**config.mk**
```make
export PLATFORM = sky130hd
export DESIGN_NAME = led_count_display
export DESIGN_NICKNAME = d
export VERILOG_FILES = /design/src/rtl/led_count_display.sv
export SDC_FILE = /design/constraint.sdc
export NUM_CORES = 1
export LEC_CHECK = 0
export CAP_MARGIN = 20
export CORE_MARGIN = 2
export CORE_UTILIZATION = 40
export DETAILED_ROUTE_END_ITERATION = 8
export PLACE_DENSITY = 0.63
export REMOVE_ABC_BUFFERS = 1
export SLEW_MARGIN = 25
export SYNTH_ARGS = -nofsm -noshare
export SYNTH_HDL_FRONTEND = slang
export SYNTH_SLANG_ARGS = --single-unit
```
**constraint.sdc**
```tcl
create_clock -name clk -period 1.8 [get_ports clk]
set_input_delay 0.54 -clock clk [delete_from_list [all_inputs] [get_ports clk]]
set_output_delay 0.54 -clock clk [all_outputs]
set_load 0.01 [all_outputs]
```
**src/rtl/led_count_display.sv**
```systemverilog
// led_count_display: sequential double-dabble BCD conversion of an 8-bit count, multiplexed onto a 4-digit common-anode display
module led_count_display #(
   parameter int CLK_DIV = 50000
) (
   input  logic        clk,
   input  logic        rst,
   input  logic [7:0]  value,
   output logic [11:0] bcd,
   output logic        bcd_valid,
   output logic [3:0]  an,
   output logic [6:0]  seg,
   output logic        dp
);
   localparam int PW = $clog2(CLK_DIV);
   typedef enum logic [1:0] {IDLE, SHIFT, DONE} state_t;
   state_t state, state_n;
   logic [19:0] sr, sr_n, sr_adj;
   logic [2:0] cnt, cnt_n;
   logic force_conv, force_n;
   logic [7:0] last, last_n;
   logic [11:0] bcd_n;
   logic bcd_valid_n;
   logic [PW-1:0] pre;
   logic [1:0] idx;
   logic [3:0] nib;
   logic blank;
   logic [6:0] enc;
   always_comb begin
      sr_adj = sr;
      for (int i = 0; i < 3; i++)
         sr_adj[8+4*i +: 4] = (sr[8+4*i +: 4] >= 4'd5) ? sr[8+4*i +: 4] + 4'd3 : sr[8+4*i +: 4];
   end
   always_comb begin
      state_n = state;
      sr_n = sr;
      cnt_n = cnt;
      force_n = force_conv;
      last_n = last;
      bcd_n = bcd;
      bcd_valid_n = bcd_valid;
      case (state)
         IDLE: if (value != last || force_conv) begin
            sr_n = {12'b0, value};
            last_n = value;
            force_n = 1'b0;
            cnt_n = '0;
            state_n = SHIFT;
         end
         SHIFT: begin
            sr_n = sr_adj << 1;
            cnt_n = cnt + 3'd1;
            state_n = (cnt == 3'd7) ? DONE : SHIFT;
         end
         DONE: begin
            bcd_n = sr[19:8];
            bcd_valid_n = 1'b1;
            state_n = IDLE;
         end
         default: state_n = IDLE;
      endcase
   end
   always_ff @(posedge clk) begin
      if (rst) begin
         state <= IDLE;
         sr <= '0;
         cnt <= '0;
         force_conv <= 1'b1;
         last <= '0;
         bcd <= '0;
         bcd_valid <= 1'b0;
      end else begin
         state <= state_n;
         sr <= sr_n;
         cnt <= cnt_n;
         force_conv <= force_n;
         last <= last_n;
         bcd <= bcd_n;
         bcd_valid <= bcd_valid_n;
      end
   end
   assign nib = (idx == 2'd2) ? bcd[11:8] : (idx == 2'd1) ? bcd[7:4] : bcd[3:0];
   assign blank = (idx == 2'd3) || ((idx == 2'd2) ? bcd[11:8] == 4'd0 : (idx == 2'd1) ? bcd[11:4] == 8'd0 : 1'b0);
   always_comb begin
      enc = 7'b1111111;
      case (nib)
         4'd0: enc = 7'b1000000;
         4'd1: enc = 7'b1111001;
         4'd2: enc = 7'b0100100;
         4'd3: enc = 7'b0110000;
         4'd4: enc = 7'b0011001;
         4'd5: enc = 7'b0010010;
         4'd6: enc = 7'b0000010;
         4'd7: enc = 7'b1111000;
         4'd8: enc = 7'b0000000;
         4'd9: enc = 7'b0010000;
         default: enc = 7'b1111111;
      endcase
   end
   always_ff @(posedge clk) begin
      if (rst) begin
         pre <= '0;
         idx <= '0;
      end else if (pre == PW'(CLK_DIV - 1)) begin
         pre <= '0;
         idx <= (idx == 2'd2) ? 2'd0 : idx + 2'd1;
      end else begin
         pre <= pre + PW'(1);
      end
   end
   always_ff @(posedge clk) begin
      if (rst || !bcd_valid || blank) begin
         an <= 4'b1111;
         seg <= 7'b1111111;
      end else begin
         an <= ~(4'b0001 << idx);
         seg <= enc;
      end
   end
   assign dp = 1'b1;
endmodule

```
==> results.md, run 1 <==
* Outcome: complete, no violations
* Drt first-iter violations at 88
* WL final at 7.65 mm
* Crit-path slowest cell: clkdlybuf4s50_1
* Syn Area/Cell at 8.61 um2
* Worst VDD drop at 0.435 mV
* Vias per Instance at 5.12
* Crit-path cells: clkdlybuf4s50_1
* Initial antenna violation count at 0
* RSZ-0062 raised after global routing: true
* Clock Path Buffers at 2
* DP Cell Count at 568
* CP Buf/Inv Count at 1
* Synth area leaders: dfxtp_1, nand2_1, mux2i_1, a21oi_1, nor2_1
* Vias in the first global route at 2872
* Clock root buffer: clkbuf_8
* # fillers at 861
* Avg WL per Cell at 13.1 um
* DP Worst Slack at -0.492 ns
* Placed cell area at 4190 um2
* Final net count at 493
* Die ar. at 9660 um2
* IO Pins at 35
* Synth top cells by count: dfxtp_1, nand2_1, nor2_1
* Unique cell type count in the Yosys netlist at 44
* Vias at 2997
* Diodes inserted at 0
* Slew Viols, Final at 0
* Remaining routing DRC violations at 0
* Total core area at 8680 um2
* Crit Path Category: reg2out
* Tmin final at 1.74 ns
* Worst Hold Class: reg2reg
* Sink Count at 76
* Clock latency on the worst-skew pair at 0.35 ns
* Asr flop ratio synth at 0%
* Worst path top cell family by delay: buffers and inverters
* First-pass GRT wire length at 13.4 mm
* Fmax at 576 MHz
* Period utilization at 96.4%
* Finished Layout Cells at 585
* Worst setup slack after layout at 0.0649 ns
* Final Setup Violations at 0
* Starting Density at 41.0%
* Sequential fraction of the synthesis area at 42.8%
* CTS Buf Count at 9
* Most common cell in the netlist: dfxtp_1
* Remaining antenna violation count at 0
* CP peak stage delay at 0.53 ns
* Largest area contributor in the netlist: dfxtp_1
* Share of cells above drive strength 1 at 15.5%
* I/O Buffers at 33
* Layout area overhead at 25.8%
* Share of the synthesized area in the top cell type at 42.8%
* Die height at 98.3 um
* Skew final at 0.0158 ns
* EDFF count, synth at 0
* Seq cells post-synth at 76
* Critical Path Start Type: flop
* Total gr overflow at 0
* CTS tree: built
* Req. time, crit path at 1.26 ns
* Count of synthesis-stage warnings from yosys at 0
* Row cnt at 34
* Fin area at 4470 um2
* Hold_ws at 0.457 ns
* Mapped cell area at 3550 um2
* Overall Global Routing Usage at 17.0%
* GPL Wtd Cong at 0.838
* Top fanout value on the critical path at 1
* Horiz. Die Dim at 98.3 um
* Clk slew on worst S/H paths at 0.08 ns
* PD cells at 768 nW/um2
* Htree depth at 3
* Pre-antenna DRT Iters at 4
* Leakage at 1.75 nW
* Fin util at 51.5%
* Detailed placement HPWL at 5.56 mm
* Synth Instances at 413
* Largest net degree at the start of global routing at 24
* Worst EP arrival at 1.20 ns
* Most used DFF post-synth: dfxtp_1
* Endpoint class of the critical path: primary output
* Max_cap viols at 0
* Final hold violations at 0
==> where the power goes <==
part | switching (W) | leakage (nW) | total (W) | internal, W
Combinational | 0.000169 | 1.02 | 0.000319 | 0.000150
Clock | 0.000594 | 0.105 | 0.00136 | 0.000763
Sequential | 0.0000321 | 0.621 | 0.00176 | 0.00172
==> timing repair <==
action,CTS,global route
setup buffers,1,2
resized for setup,30,6
hold buffers,0,0
pin swaps,9,8
endpoints found under the setup margin,36,35
==> state kept, by name (all words and copies together), names as in the netlist <==
register	cells
an	4
bcd	12
bcd_valid	1
cnt	3
force_conv	1
idx	2
last	8
pre	16
seg	7
sr	20
state	2
==> per-stage QoR <==
step / TNS, ns / power (W)
floorplan: -0.0116 / 0.00194
finish: 0 / 0.00343
detailed placement: -14.97 / 0.00210
global placement: -14.23 / 0.00209
global route: 0 / 0.00359
CTS: 0 / 0.00347
==> logic make-up after synthesis <==
| kind of cell | Yosys count | share of synthesized area (%) |
|---|---|---|
| mux | 23 | 6.69 |
| compound gates | 80 | 13.6 |
| buf+inv | 31 | 4.29 |
| simple gates | 168 | 23.2 |
| flops | 76 | 42.8 |
| fa+ha+maj | 9 | 3.17 |
| xor+xnor | 25 | 6.16 |
| other cells | 1 | 0.105 |
==> cell type report <==
class / instances / area [um2] / share of cell area, %
repair buffers: 71 / 631 / 14.1
multi-input cells: 307 / 1940 / 43.4
inverters: 9 / 33.8 / 0.756
clock buffers: 9 / 124 / 2.77
flip-flops and latches: 76 / 1530 / 34.1
well taps: 108 / 135 / 3.02
clock inverters: 5 / 78.8 / 1.76
==> metal layers <==
| layer | track usage [%] | wire, um | up-vias | part of all wire [%] |
|---|---|---|---|---|
| met5 | 0 | 0 | - | 0 |
| met4 | 4.32 | 76 | 0 | 0.99 |
| met3 | 5.08 | 310 | 7 | 4.1 |
| met2 | 29.8 | 3820 | 46 | 50 |
| met1 | 20.4 | 3440 | 1410 | 45 |
| li1 | - | - | 1534 | - |
==> final timing paths <==
check	end	start	slack, ns	cells after the start
min	pre[0]	pre[0]	0.46	1
max reg2reg	seg[6]	idx[0]	0.09	5
min reg2reg	pre[0]	pre[0]	0.46	1
max	seg[6]	seg[6]	0.06	1
==> cell usage in the layout (no fill, tap or decap), types with 12 or more instances in the layout <==
master / netlist / final
a21oi_1: 34 / 34
dlygate4sd2_1: 0 / 17
nand2_1: 57 / 57
buf_4: 2 / 35
nor2_1: 44 / 44
o21ai_0: 21 / 18
mux2i_1: 19 / 19
dfxtp_1: 76 / 72
clkdlybuf4s50_1: 0 / 13
nand3b_1: 12 / 12
No activity file was read; power rests on OpenSTA's default activity.
==> run 2, diff against run 1 <==
- PLACE_DENSITY: 0.63 -> 0.6
- clock period: 1.8 -> 1.6 ns (I/O delays scaled with it)
==> run 2 against run 1 <==
- the run now ends with negative setup slack left
- utilization grew 2.6 points
- hold slack gained 0.011 ns
- critical path depth grew 5
- wire length grew 5.4%
- sequential share of layout area shrank 1.4 points
- total power grew 15%
- non-clock buffer count grew 6
- clock power grew 15%
- final area grew 5.0%
- via count grew 2.1%
- global-route usage grew 0.26 points
- critical endpoint is now last[5]
- largest power group unchanged
==> results.md, run 2 (same netlist as run 1, synthesis figures left out) <==
* Psw at 0.00101 W (+27%)
* Starting Density at 41.0% (unchanged)
* Fmax at 600 MHz
* CP peak stage delay at 0.38 ns (-0.15 ns)
* Largest Register: sr
* CTS tree: built
* Critical Path Start Type: flop
* Row cnt at 34 (unchanged)
* Die height at 98.3 um (unchanged)
* Vias at 3059 (+2.1%)
* RSZ-0062 raised after global routing: true
* Crit-path slowest cell: nor4_4
* Gate power share at 10.3% (+1.0 points)
* Remaining routing DRC violations at 0 (unchanged)
* Internal power at 0.00295 W (+12%)
* Worst EP arrival at 1.91 ns (+0.71 ns)
* PD cells at 842 nW/um2 (+9.7%)
* Req. time, crit path at 1.84 ns (+0.58 ns)
* Clk slew on worst S/H paths at 0.08 ns (about the same)
* Layout area overhead at 32.1%
* Share of power burned in the clock network at 39.6% (about the same)
* Clock Path Buffers at 2 (unchanged)
* Detailed placement HPWL at 5.64 mm (+1.4%)
* Total gr overflow at 0 (unchanged)
* Clock root buffer: clkbuf_8
* DP Worst Slack at -0.644 ns (-0.152 ns)
* Worst setup slack after layout at -0.0672 ns (-0.132 ns)
* Period utilization at 104%
* Leading cell type in the layout, fill and taps excluded: dfxtp_1
* First-pass GRT wire length at 13.7 mm (+1.9%)
* Endpoint class of the critical path: flop
* Avg WL per Cell at 13.6 um (+4.0%)
* Vias in the first global route at 3008 (+4.7%)
* DP Cell Count at 575 (+1.2%)
* Total core area at 8680 um2 (unchanged)
* CTS Buf Count at 9 (unchanged)
* Share of cells above drive strength 1 at 24.5% (+9.0 points)
* Outcome: finished, violations left
* Drt first-iter violations at 133 (+51%)
* I/O Buffers at 33 (unchanged)
* Failing checks: negative setup slack
* Switching part of the total at 25.4% (+2.3 points)
* Skew final at 0.00975 ns (-0.00603 ns)
* Tmin final at 1.67 ns
* Pre-antenna DRT Iters at 5 (+1)
* WL final at 8.06 mm (+5.4%)
* Sink Count at 76 (unchanged)
* Finished Layout Cells at 593 (+1.4%)
* Final Setup Violations at 12 (+12)
* Setup Total Neg Slack at -0.314 ns (-0.314 ns)
* Hold buffers post-CTS at 0 (unchanged)
* Regs by FF count: sr (20), pre (16), bcd (12)
* Overall Global Routing Usage at 17.2% (+0.26 points)
* Horiz. Die Dim at 98.3 um (unchanged)
* Worst Hold Class: reg2reg
* Remaining antenna violation count at 0 (unchanged)
* Crit-path cells: xor2_2, nor4_4, a41oi_4, buf_12, mux2i_1, nor2_1
* Worst VDD drop at 0.436 mV (+0.40%)
* Max_cap viols at 0 (unchanged)
* Fin area at 4700 um2 (+5.0%)
* Final hold violations at 0 (unchanged)
* Largest net degree at the start of global routing at 24 (unchanged)
* Clock latency on the worst-skew pair at 0.35 ns (about the same)
* Htree depth at 3 (unchanged)
* Final net count at 499 (+1.2%)
* IO Pins at 35 (unchanged)
* Commonest non-fill, non-tap cells in the layout: dfxtp_1, nand2_1, nor2_1
* Vias per Instance at 5.16 (+0.69%)
* Diodes inserted at 0 (unchanged)
* Die ar. at 9660 um2 (unchanged)
* Placed cell area at 4250 um2 (+1.3%)
* Top fanout value on the critical path at 7 (+6)
* Crit Path Category: reg2reg
* Leakage at 1.79 nW (+2.3%)
* Max FFs per register at 20 (unchanged)
* GPL Wtd Cong at 0.789 (-5.9%)
* Slew Viols, Final at 0 (unchanged)
* Seq pwr share at 50.1% (-1.1 points)
* Tot Pwr at 0.00395 W (+15%)
* Initial antenna violation count at 0 (unchanged)
run 2: cell count changes in the layout (fill, tap and decap cells not counted), moves of 4 or more:
cell and delta:
nand2_1 -6, dlygate4sd2_1 +13, a21oi_1 -6, a21oi_2 +6, dfxtp_2 +5, o21ai_0 -5
dfxtp_1 -6, clkdlybuf4s50_1 -13, a31oi_1 -4, a31oi_4 +4
run 2: per-stage QoR:
step           hold slack [ns]  util [%]
3_5_place_dp             0.450      48.9
3_3_place_gp             0.442      48.9
4_1_cts                  0.471      52.6
6_report                 0.468      54.1
5_1_grt                  0.493      54.1
2_1_floorplan            0.426         -
run 2: critical path: cells and delay by family, from the launching register on:
| family | cells | cell delay [ns] |
|---|---|---|
| AOI/OAI and AO/OA | 1 | 0.26 |
| and+or+nand+nor | 2 | 0.44 |
| muxes | 1 | 0.15 |
| buffers and inverters | 1 | 0.21 |
| xor gates and xnor gates | 1 | 0.15 |
| DFF | 1 | 0.34 |
run 2: routing by layer:
layer	vias to the layer above	track usage, %	share of wire [%]
met3	9	4.44	4.2
met1	1437	20.9	46
met2	61	30.2	49
met5	-	0	0
met4	0	4.95	1.1
li1	1552	-	-
run 2: repair_timing:
action                     4_1_cts  5_1_grt
resized for setup               68       38
pin swaps                       31       24
gates cloned                     1        0
setup endpoints to repair       61       51
setup buffers                    1        2
run 2: worst paths after layout:
kind / from / end / slack [ns] / cells past startpoint
setup reg to reg: last[7] / last[5] / -0.07 / 6
hold / removal: sr[5] / sr[5] / 0.47 / 2
hold reg to reg: sr[5] / sr[5] / 0.47 / 2
setup / recovery: last[7] / last[5] / -0.07 / 6
run 2: power by group through the flow:
stage                     logic, W  clock network, W  registers (W)
after floorplan           0.000174                 0        0.00201
after global placement    0.000343                 0        0.00201
after detailed placement  0.000348                 0        0.00202
after CTS                 0.000364           0.00160        0.00198
after global routing      0.000442           0.00169        0.00199
final                     0.000406           0.00157        0.00198
run 2: final cells by class:
class                   instances  area [um2]
clock buffers                  12         155
repair buffers                 77         662
flip-flops and latches         76        1540
multi-input cells             307        2120
inverters                       9        33.8
well taps                     108         135
fillers                       819        3980
clock inverters                 4        55.1
==> run 3, diff against run 2 <==
- CAP_MARGIN: 20 -> not set
==> results of run 3 <==
No change in the layout: final DEF, timing and power equal those of run 2.
